==> src/rtl/medfilt_pkg.sv <==
// Shared types and constants for the 3x3 median-filter front end.
package medfilt_pkg;

    // Controller phases: waiting for a frame, priming the line buffers,
    // producing windows from live pixels, draining the tail of the frame.
    typedef enum logic [1:0] {
        IDLE   = 2'd0,
        FILL   = 2'd1,
        STREAM = 2'd2,
        FLUSH  = 2'd3
    } ctrl_state_t;

    // Bit positions inside the window border-flag vector.
    localparam int BORDER_TOP    = 3;
    localparam int BORDER_BOTTOM = 2;
    localparam int BORDER_LEFT   = 1;
    localparam int BORDER_RIGHT  = 0;

    // Window edge length.
    localparam int WIN_K = 3;

    // Number of pixels that must be in the line-buffer chain before the first
    // centred window exists: half a window of full lines plus half a window
    // of pixels. For a 3x3 window this is IMG_W+1.
    function automatic int fill_len(input int img_w);
        return (WIN_K / 2) * img_w + (WIN_K / 2);
    endfunction

endpackage

==> src/rtl/medfilt_window_ctrl_raster_cnt.sv <==
// Raster position counter: column runs 0..W-1, row advances on each column
// wrap and itself wraps after H-1. clr returns to the origin; when clr and en
// are both high the origin is counted, leaving the counter at (0,1).
module raster_cnt #(
    parameter int W = 640,
    parameter int H = 512
) (
    input  logic                 clk,
    input  logic                 rst_n,
    input  logic                 en,
    input  logic                 clr,
    output logic [$clog2(H)-1:0] row,
    output logic [$clog2(W)-1:0] col,
    output logic                 last_col,
    output logic                 last_pix
);

    localparam int RW = $clog2(H);
    localparam int CW = $clog2(W);

    logic [RW-1:0] row_reg;
    logic [RW-1:0] row_next;
    logic [RW-1:0] base_row;
    logic [CW-1:0] col_reg;
    logic [CW-1:0] col_next;
    logic [CW-1:0] base_col;

    // Next position: optionally clear to the origin, then optionally step.
    always_comb begin
        base_row = clr ? '0 : row_reg;
        base_col = clr ? '0 : col_reg;
        row_next = base_row;
        col_next = base_col;
        if (en) begin
            if (base_col == CW'(W - 1)) begin
                col_next = '0;
                row_next = (base_row == RW'(H - 1)) ? '0 : base_row + 1'b1;
            end else begin
                col_next = base_col + 1'b1;
            end
        end
    end

    // Position register.
    always_ff @(posedge clk) begin
        if (!rst_n) begin
            row_reg <= '0;
            col_reg <= '0;
        end else begin
            row_reg <= row_next;
            col_reg <= col_next;
        end
    end

    assign row      = row_reg;
    assign col      = col_reg;
    assign last_col = (col_reg == CW'(W - 1));
    assign last_pix = last_col && (row_reg == RW'(H - 1));

endmodule

==> src/rtl/medfilt_window_ctrl.sv <==
// Sequencing controller for the 3x3 median-filter front end: drives the
// line-buffer shift/data, flushes at end of frame and reports each centred
// window with its position and padding flags.
module medfilt_window_ctrl
    import medfilt_pkg::*;
#(
    parameter int DATA_WIDTH = 8,
    parameter int IMG_W      = 640,
    parameter int IMG_H      = 512
) (
    input  logic                     clk,
    input  logic                     rst_n,
    input  logic                     s_valid,
    output logic                     s_ready,
    input  logic [DATA_WIDTH-1:0]    s_data,
    input  logic                     s_sof,
    input  logic                     m_ready,
    output logic                     lb_shift,
    output logic [DATA_WIDTH-1:0]    lb_data,
    output logic                     win_valid,
    output logic [$clog2(IMG_H)-1:0] win_row,
    output logic [$clog2(IMG_W)-1:0] win_col,
    output logic [3:0]               win_border,
    output logic                     frame_done,
    output logic                     err_sof
);

    localparam int RW       = $clog2(IMG_H);
    localparam int CW       = $clog2(IMG_W);
    localparam int FILL_LEN = fill_len(IMG_W);
    // Raster position of the FILL_LEN-th pixel; the same position marks the
    // final flush shift once the input counter has wrapped past the frame.
    localparam int FILL_ROW = (FILL_LEN - 1) / IMG_W;
    localparam int FILL_COL = (FILL_LEN - 1) % IMG_W;

    ctrl_state_t state_reg;
    ctrl_state_t state_next;

    logic          accept;
    logic          sof_accept;
    logic          abort;
    logic          in_shift;
    logic          flush_shift;
    logic          fill_hit;
    logic          win_adv;
    logic          in_en;
    logic          in_clr;
    logic          out_clr;

    logic [RW-1:0] in_row;
    logic [CW-1:0] in_col;
    logic          in_last_col_unused;
    logic          in_last_pix;
    logic [RW-1:0] out_row;
    logic [CW-1:0] out_col;
    logic          out_last_col;
    logic          out_last_pix;

    logic [3:0]    border_next;

    logic          win_valid_reg;
    logic [RW-1:0] win_row_reg;
    logic [CW-1:0] win_col_reg;
    logic [3:0]    win_border_reg;
    logic          win_last_reg;
    logic          frame_done_reg;
    logic          err_sof_reg;

    // Input counter: where the next accepted pixel sits in the raster.
    raster_cnt #(.W(IMG_W), .H(IMG_H)) u_in_cnt (
        .clk      (clk),
        .rst_n    (rst_n),
        .en       (in_en),
        .clr      (in_clr),
        .row      (in_row),
        .col      (in_col),
        .last_col (in_last_col_unused),
        .last_pix (in_last_pix)
    );

    // Output counter: centre position of the next window to be produced.
    raster_cnt #(.W(IMG_W), .H(IMG_H)) u_out_cnt (
        .clk      (clk),
        .rst_n    (rst_n),
        .en       (win_adv),
        .clr      (out_clr),
        .row      (out_row),
        .col      (out_col),
        .last_col (out_last_col),
        .last_pix (out_last_pix)
    );

    // Handshake, shift and window-advance decode; next-state selection.
    always_comb begin
        s_ready     = rst_n && m_ready && (state_reg != FLUSH);
        accept      = s_valid && s_ready;
        sof_accept  = accept && s_sof;
        abort       = sof_accept && (state_reg == FILL || state_reg == STREAM);
        // In IDLE only the start-of-frame pixel enters the line buffers.
        in_shift    = accept && ((state_reg == FILL) || (state_reg == STREAM) || s_sof);
        flush_shift = rst_n && m_ready && (state_reg == FLUSH);
        lb_shift    = in_shift || flush_shift;
        lb_data     = in_shift ? s_data : '0;
        fill_hit    = (in_row == RW'(FILL_ROW)) && (in_col == CW'(FILL_COL));

        win_adv    = 1'b0;
        state_next = state_reg;
        case (state_reg)
            IDLE: begin
                if (sof_accept) state_next = FILL;
            end
            FILL: begin
                if (abort) begin
                    state_next = FILL;
                end else if (in_shift && fill_hit) begin
                    win_adv    = 1'b1;
                    state_next = STREAM;
                end
            end
            STREAM: begin
                if (abort) begin
                    state_next = FILL;
                end else if (in_shift) begin
                    win_adv = 1'b1;
                    if (in_last_pix) state_next = FLUSH;
                end
            end
            FLUSH: begin
                // The last flush shift only pushes the tail through; it
                // completes no further window.
                if (flush_shift) begin
                    if (fill_hit) state_next = IDLE;
                    else          win_adv    = 1'b1;
                end
            end
            default: state_next = IDLE;
        endcase

        in_en   = in_shift || (flush_shift && !fill_hit);
        in_clr  = sof_accept || (flush_shift && fill_hit);
        out_clr = sof_accept || (flush_shift && fill_hit);
    end

    // Padding flags of the window about to be issued.
    always_comb begin
        border_next                = '0;
        border_next[BORDER_TOP]    = (out_row == '0);
        border_next[BORDER_BOTTOM] = (out_row == RW'(IMG_H - 1));
        border_next[BORDER_LEFT]   = (out_col == '0);
        border_next[BORDER_RIGHT]  = out_last_col;
    end

    // State register.
    always_ff @(posedge clk) begin
        if (!rst_n) state_reg <= IDLE;
        else        state_reg <= state_next;
    end

    // Window descriptor and status pulses, one cycle behind the shift to line
    // up with the line-buffer read latency.
    always_ff @(posedge clk) begin
        if (!rst_n) begin
            win_valid_reg  <= 1'b0;
            win_row_reg    <= '0;
            win_col_reg    <= '0;
            win_border_reg <= '0;
            win_last_reg   <= 1'b0;
            frame_done_reg <= 1'b0;
            err_sof_reg    <= 1'b0;
        end else begin
            win_valid_reg  <= win_adv;
            if (win_adv) begin
                win_row_reg    <= out_row;
                win_col_reg    <= out_col;
                win_border_reg <= border_next;
            end
            win_last_reg   <= win_adv && out_last_pix;
            frame_done_reg <= win_last_reg;
            err_sof_reg    <= abort;
        end
    end

    assign win_valid  = win_valid_reg;
    assign win_row    = win_row_reg;
    assign win_col    = win_col_reg;
    assign win_border = win_border_reg;
    assign frame_done = frame_done_reg;
    assign err_sof    = err_sof_reg;

endmodule

==> config.mk <==
export PLATFORM = sky130hd
export DESIGN_NAME = medfilt_window_ctrl
export DESIGN_NICKNAME = d
export VERILOG_FILES = /design/src/rtl/medfilt_pkg.sv /design/src/rtl/medfilt_window_ctrl_raster_cnt.sv /design/src/rtl/medfilt_window_ctrl.sv
export SDC_FILE = /design/constraint.sdc
export NUM_CORES = 1
export LEC_CHECK = 0
export CORE_ASPECT_RATIO = 0.5
export CORE_MARGIN = 4
export CORE_UTILIZATION = 59
export CTS_CLUSTER_DIAMETER = 100
export CTS_CLUSTER_SIZE = 28
export DETAILED_ROUTE_END_ITERATION = 10
export PLACE_DENSITY = 0.85
export SYNTH_ARGS = -nofsm -noshare
export SYNTH_HDL_FRONTEND = slang
export SYNTH_SLANG_ARGS = --single-unit
==> constraint.sdc <==
create_clock -name clk -period 7.2 [get_ports clk]
set_input_delay 1.44 -clock clk [delete_from_list [all_inputs] [get_ports clk]]
set_output_delay 1.44 -clock clk [all_outputs]
set_load 0.005 [all_outputs]
==> Word level (Yosys, flattened, before mapping) <==
Index checks and enable logic that the tools add are counted.
{ "classes": {"n_addsub": 4, "div": 0, "multipliers": 0, "n_reduce_logical": 25, "n_shift": 0, "bitwise": 0, "n_lt_le_gt_ge": 0, "n_mux": 31, "n_eq_ne": 19} }
{ "op_table": {"columns": ["cell", "count"], "rows": [
  ["$mux 9", 8],
  ["$mux 10", 6],
  ["$eq 10x10->1 const B", 4],
  ["$eq 9x9->1 const B", 4],
  ["$add 10x1->10 const B", 2],
  ["$logic_not 10->1", 2],
  ["$add 9x1->9 const B", 2],
  ["$mux 2", 8],
  ["$logic_and 1x1->1", 14],
  ["$eq 9x1->1 const B", 1],
  ["$logic_not 9->1", 1],
  ["$mux 8", 1],
  ["$ne 2x2->1 const B", 4],
  ["$pmux 2 s4", 1],
  ["$mux 1", 6],
  ["$ne 3x3->1 const B", 2],
  ["$reduce_and 6->1", 1],
  ["$logic_or 1x1->1", 5],
  ["$eq 2x2->1 const B", 2],
  ["$ne 3x2->1 const B", 1],
  ["$pmux 1 s3", 1],
  ["$eq 2x1->1 const B", 1],
  ["$logic_not 2->1", 1],
  ["$logic_not 1->1", 1]
]} }
{ "word_totals": {"ramBits": 0, "output_inout_bits": 36, "ff_bits": 67, "mem_bits_ro": 0, "n_memories": 0, "latchBits": 0, "elab_cells": 91} }

==> Longest topological paths before layout <==
{ "logic_depth": {"word_depth": 10, "ltp_mapped": 11} }

==> Cells and area by module <==
From an unflattened synthesis, not the netlist that was laid out.
{ "hier_totals": {"hier_cells": 456, "hier_area_um2": 3654.8} }
{ "modules_own_cells": {"columns": ["module", "n_inst", "area_per_inst_um2", "cells_per_inst"], "rows": [
  ["raster_cnt", 2, 1064.8, 129],
  ["medfilt_window_ctrl", 1, 1525.2, 198]
]} }

==> Least setup slack after synthesis <==
OpenSTA, ideal clock, no wires.
{ "synth_path": {"path_type": "in2out", "startpoint": "input port m_ready", "endpoint": "output port lb_data[0]", "t_arrival_ns": 2.332, "stages": 4, "slack_ns": 3.428, "n_path_buf": 1, "path_cell_list": "nand4b_1 -> nor2_1 -> clkbuf_1 -> and2_1"} }
{ "synth_between": {"elab_chain_cells": 5} }
{ "synth_lines": {"columns": ["item", "line_no", "rtl"], "rows": [
  ["from (decl)", "medfilt_window_ctrl.sv:17", "input logic m_ready,"],
  ["$logic_and 1x1->1 (2 in a row)", "medfilt_window_ctrl.sv:95", "s_ready = rst_n && m_ready && (state_reg != FLUSH);"],
  ["$logic_and 1x1->1", "medfilt_window_ctrl.sv:96", "accept = s_valid && s_ready;"],
  ["$logic_and 1x1->1", "medfilt_window_ctrl.sv:100", "in_shift = accept && ((state_reg == FILL) || (state_reg == STREAM) || s_sof);"],
  ["$mux 8", "medfilt_window_ctrl.sv:103", "lb_data = in_shift ? s_data : '0;"],
  ["to (decl)", "medfilt_window_ctrl.sv:19", "output logic [DATA_WIDTH-1:0] lb_data,"]
]} }
No other way between the ends.

==> Worst setup path after layout <==
{ "layout_path": {"startpoint": "input port rst_n", "endpoint": "output port lb_data[3]"} }
{ "layout_between": {"elab_chain_cells": 5} }
{ "layout_lines": {"columns": ["item", "line_no", "rtl"], "rows": [
  ["from (decl)", "medfilt_window_ctrl.sv:12", "input logic rst_n,"],
  ["$logic_and 1x1->1 (2 in a row)", "medfilt_window_ctrl.sv:95", null],
  ["$logic_and 1x1->1", "medfilt_window_ctrl.sv:96", null],
  ["$logic_and 1x1->1", "medfilt_window_ctrl.sv:100", null],
  ["$mux 8", "medfilt_window_ctrl.sv:103", null]
]} }
No other way between the ends.

==> results.yml <==
synthesis:
  syn_area_per_cell_um2: 8.38
  synth-seq-cells: 67
  synth-edff-count: 0
  synthFlopType: "dfxtp_1"
  yosys_warnings: 0
  synthTopCellsByArea: "dfxtp_1 (37%), nand2_1 (6.9%), a21boi_1 (5.5%)"
  yosys.area.top_type_share: 0.375
  syn_area_um2: 3580
  yosysMostFrequentCell: "dfxtp_1"
  synth_nets: 451
  synth-async-reset-ratio: 0
  synth.cells.most_frequent: "dfxtp_1 (67), nand2_1 (66), a21boi_1 (26)"
  synth_cell_types: 58
  synth_top_area_cell: "dfxtp_1"
  ys_seq_area_frac: 0.375
  synth_cells: 427
pwr:
  irDropWorstVdd_v: 0.000133
  static-leakage-power_uw: 0.00156
  cellPowerDensity_nw_per_um2: 205
finish:
  num-nets-final: 487
  fin_cells: 541
  syn_to_final_growth_pct: 22.0
  drive_gt1_frac: 0.0556
  antenna_cells: 0
  nFillCells: 403
timing:
  fin_skew_ns: 0.00664
  slew-limit-headroom: 0.198
  rsz0062_at_grt: "false"
  setup_tns_ns: 0
  period_share: 0.759
  drv_slew: 0
  tightest_slew_ns: 1.20
  fmax_mhz: 183
  hold_ws_ns: 0.447
  hold_viol: 0
  period_minus_slack_ns: 5.47
  setup_viol: 0
worst_setup_path:
  critPathLaunchType: "primary input"
  slowest_delay_ns: 0.71
  r2r-start: "state_reg[1]$_SDFFE_PN0P_"
  worst-path-max-fanout: 50
  r2r_end: "u_out_cnt.col[0]$_SDFF_PN0_"
  cp_data_required_time_ns: 5.76
  path_cells: "clkdlybuf4s50_1, buf_4, nand4b_1, nor2_1, and2_1, clkdlybuf4s50_1"
  critical_path.endpoint_type: "output pin"
  crit_type: "in2out"
  r2r_slack_ns: 3.59
  cpMostUsedCell: "clkdlybuf4s50_1"
  slowest_stage: "nor2_1"
  cp.arrival_ns: 4.03
  worstRegToRegCells: 7
cts:
  postCtsResizedCells: 0
  cts_tree: "built"
  clock_sinks: 67
  clock_tree.root_cell: "clkbuf_16"
  worstSkewPairLatency_ns: 0.33
  htreeDepth: 3
  ctsHoldBuffers: 0
  clock_path_buffers: 2
  numCtsBuffers: 9
  cts_setup_buffers: 0
  clk_pin_slew_worst_paths_ns: 0.06
drt:
  wl_per_cell_um: 16.3
  antenna_left: 0
  dr.pass1.iters: 5
  drt_iter0_drc: 350
  via_per_inst: 6.35
  vias: 3436
  wl_um: 8820
  drcViolationCount: 0
flow_run:
  maxCapViolations: 0
min_path:
  hold_start: "win_last_reg$_SDFF_PN0_"
  hold_end: "frame_done$_SDFF_PN0_"
  hp-class: "reg2reg"
  hold_depth: 1
floorplan:
  core-area_um2: 5680
  die_h_um: 63.1
  start_util: 0.630
  die_area_um2: 7450
  rows: 19
  boundaryPins: 49
  die_w_um: 118
placed_design:
  dpl.hpwl_um: 5980
  numPortBuffers: 48
  gp_congestion: 0.895
  placedCellCount: 525
global_routing:
  grt_max_degree: 54
  grt_use_total: 0.238
  overflow: 0
  grt_pass1_vias: 3122
  antenna_found_initial: 0
  grt_pass1_wl_um: 14600
outcome:
  status: "complete, no violations"
## layer usage
metal	part of all wire	track usage
met5	0	0
met4	0.0091	0.0861
met2	0.48	0.401
met1	0.44	0.295
met3	0.070	0.0626
## critical path, delay by kind of cell
family,cells,cell delay (ns)
AND/OR/NAND/NOR,3,1.24
buffers and inverters,3,1.35
## cell families after synthesis
family	synth area share
AND/OR/NAND/NOR	0.286
AO/OA/AOI/OAI	0.239
flip-flops	0.375
buffers and inverters	0.0374
adder cells (fa/ha/maj)	0.0384
XOR/XNOR	0.0245
## layout make-up
class	count	area [µm²]	area share
Multi-Input combinational cell	329	2100	0.482
Sequential cell	67	1340	0.307
Timing Repair Buffer	49	488	0.112
Clock buffer	10	229	0.0524
Tap cell	73	91.3	0.0209
Clock inverter	6	87.6	0.0201
Inverter	7	26.3	0.00602
## where the power goes
group	internal [µW]	switching, µW	total, µW	leakage [µW]
logic	22.2	31.9	54.1	0.000869
clock network	303	163	466	0.000157
registers	373	2.01	375	0.000540
total	698	197	895	0.00156
## metrics by stage
| stage | setup slack (ns) | utilization | cell area (µm²) | total power, µW |
|---|---|---|---|---|
| 2_1_floorplan | 3.43 | - | 3580 | 416 |
| 3_3_place_gp | 1.82 | 0.713 | 4050 | 434 |
| 3_5_place_dp | 1.74 | 0.713 | 4050 | 436 |
| 4_1_cts | 1.76 | 0.769 | 4370 | 899 |
| 5_1_grt | 1.49 | 0.769 | 4370 | 925 |
| 6_report | 1.73 | 0.769 | 4370 | 895 |
## worst max path at each step
| stage | start | to | slack (ns) |
|---|---|---|---|
| 2_1_floorplan | m_ready | lb_data[0] | 3.43 |
| 3_3_place_gp | rst_n | lb_data[7] | 1.82 |
| 3_5_place_dp | rst_n | lb_data[3] | 1.74 |
| 4_1_cts | rst_n | lb_data[3] | 1.76 |
| 5_1_grt | rst_n | lb_data[6] | 1.49 |
| 6_report | rst_n | lb_data[3] | 1.73 |
## cells in the final DEF (no fill, tap or decap), drive strengths merged, types with 6 or more instances in the layout
master,count
nand2,66
and3,23
inv,8
a21boi,29
o31ai,11
clkbuf,10
and2,14
nand4,6
clkdlybuf4s50,48
a21oi,20
nor4,7
o21ai,14
nor3,8
dfxtp,67
nand3,14
ha,11
or4,10
nor2,23
Note: power is estimated with default switching activity, not from simulation.
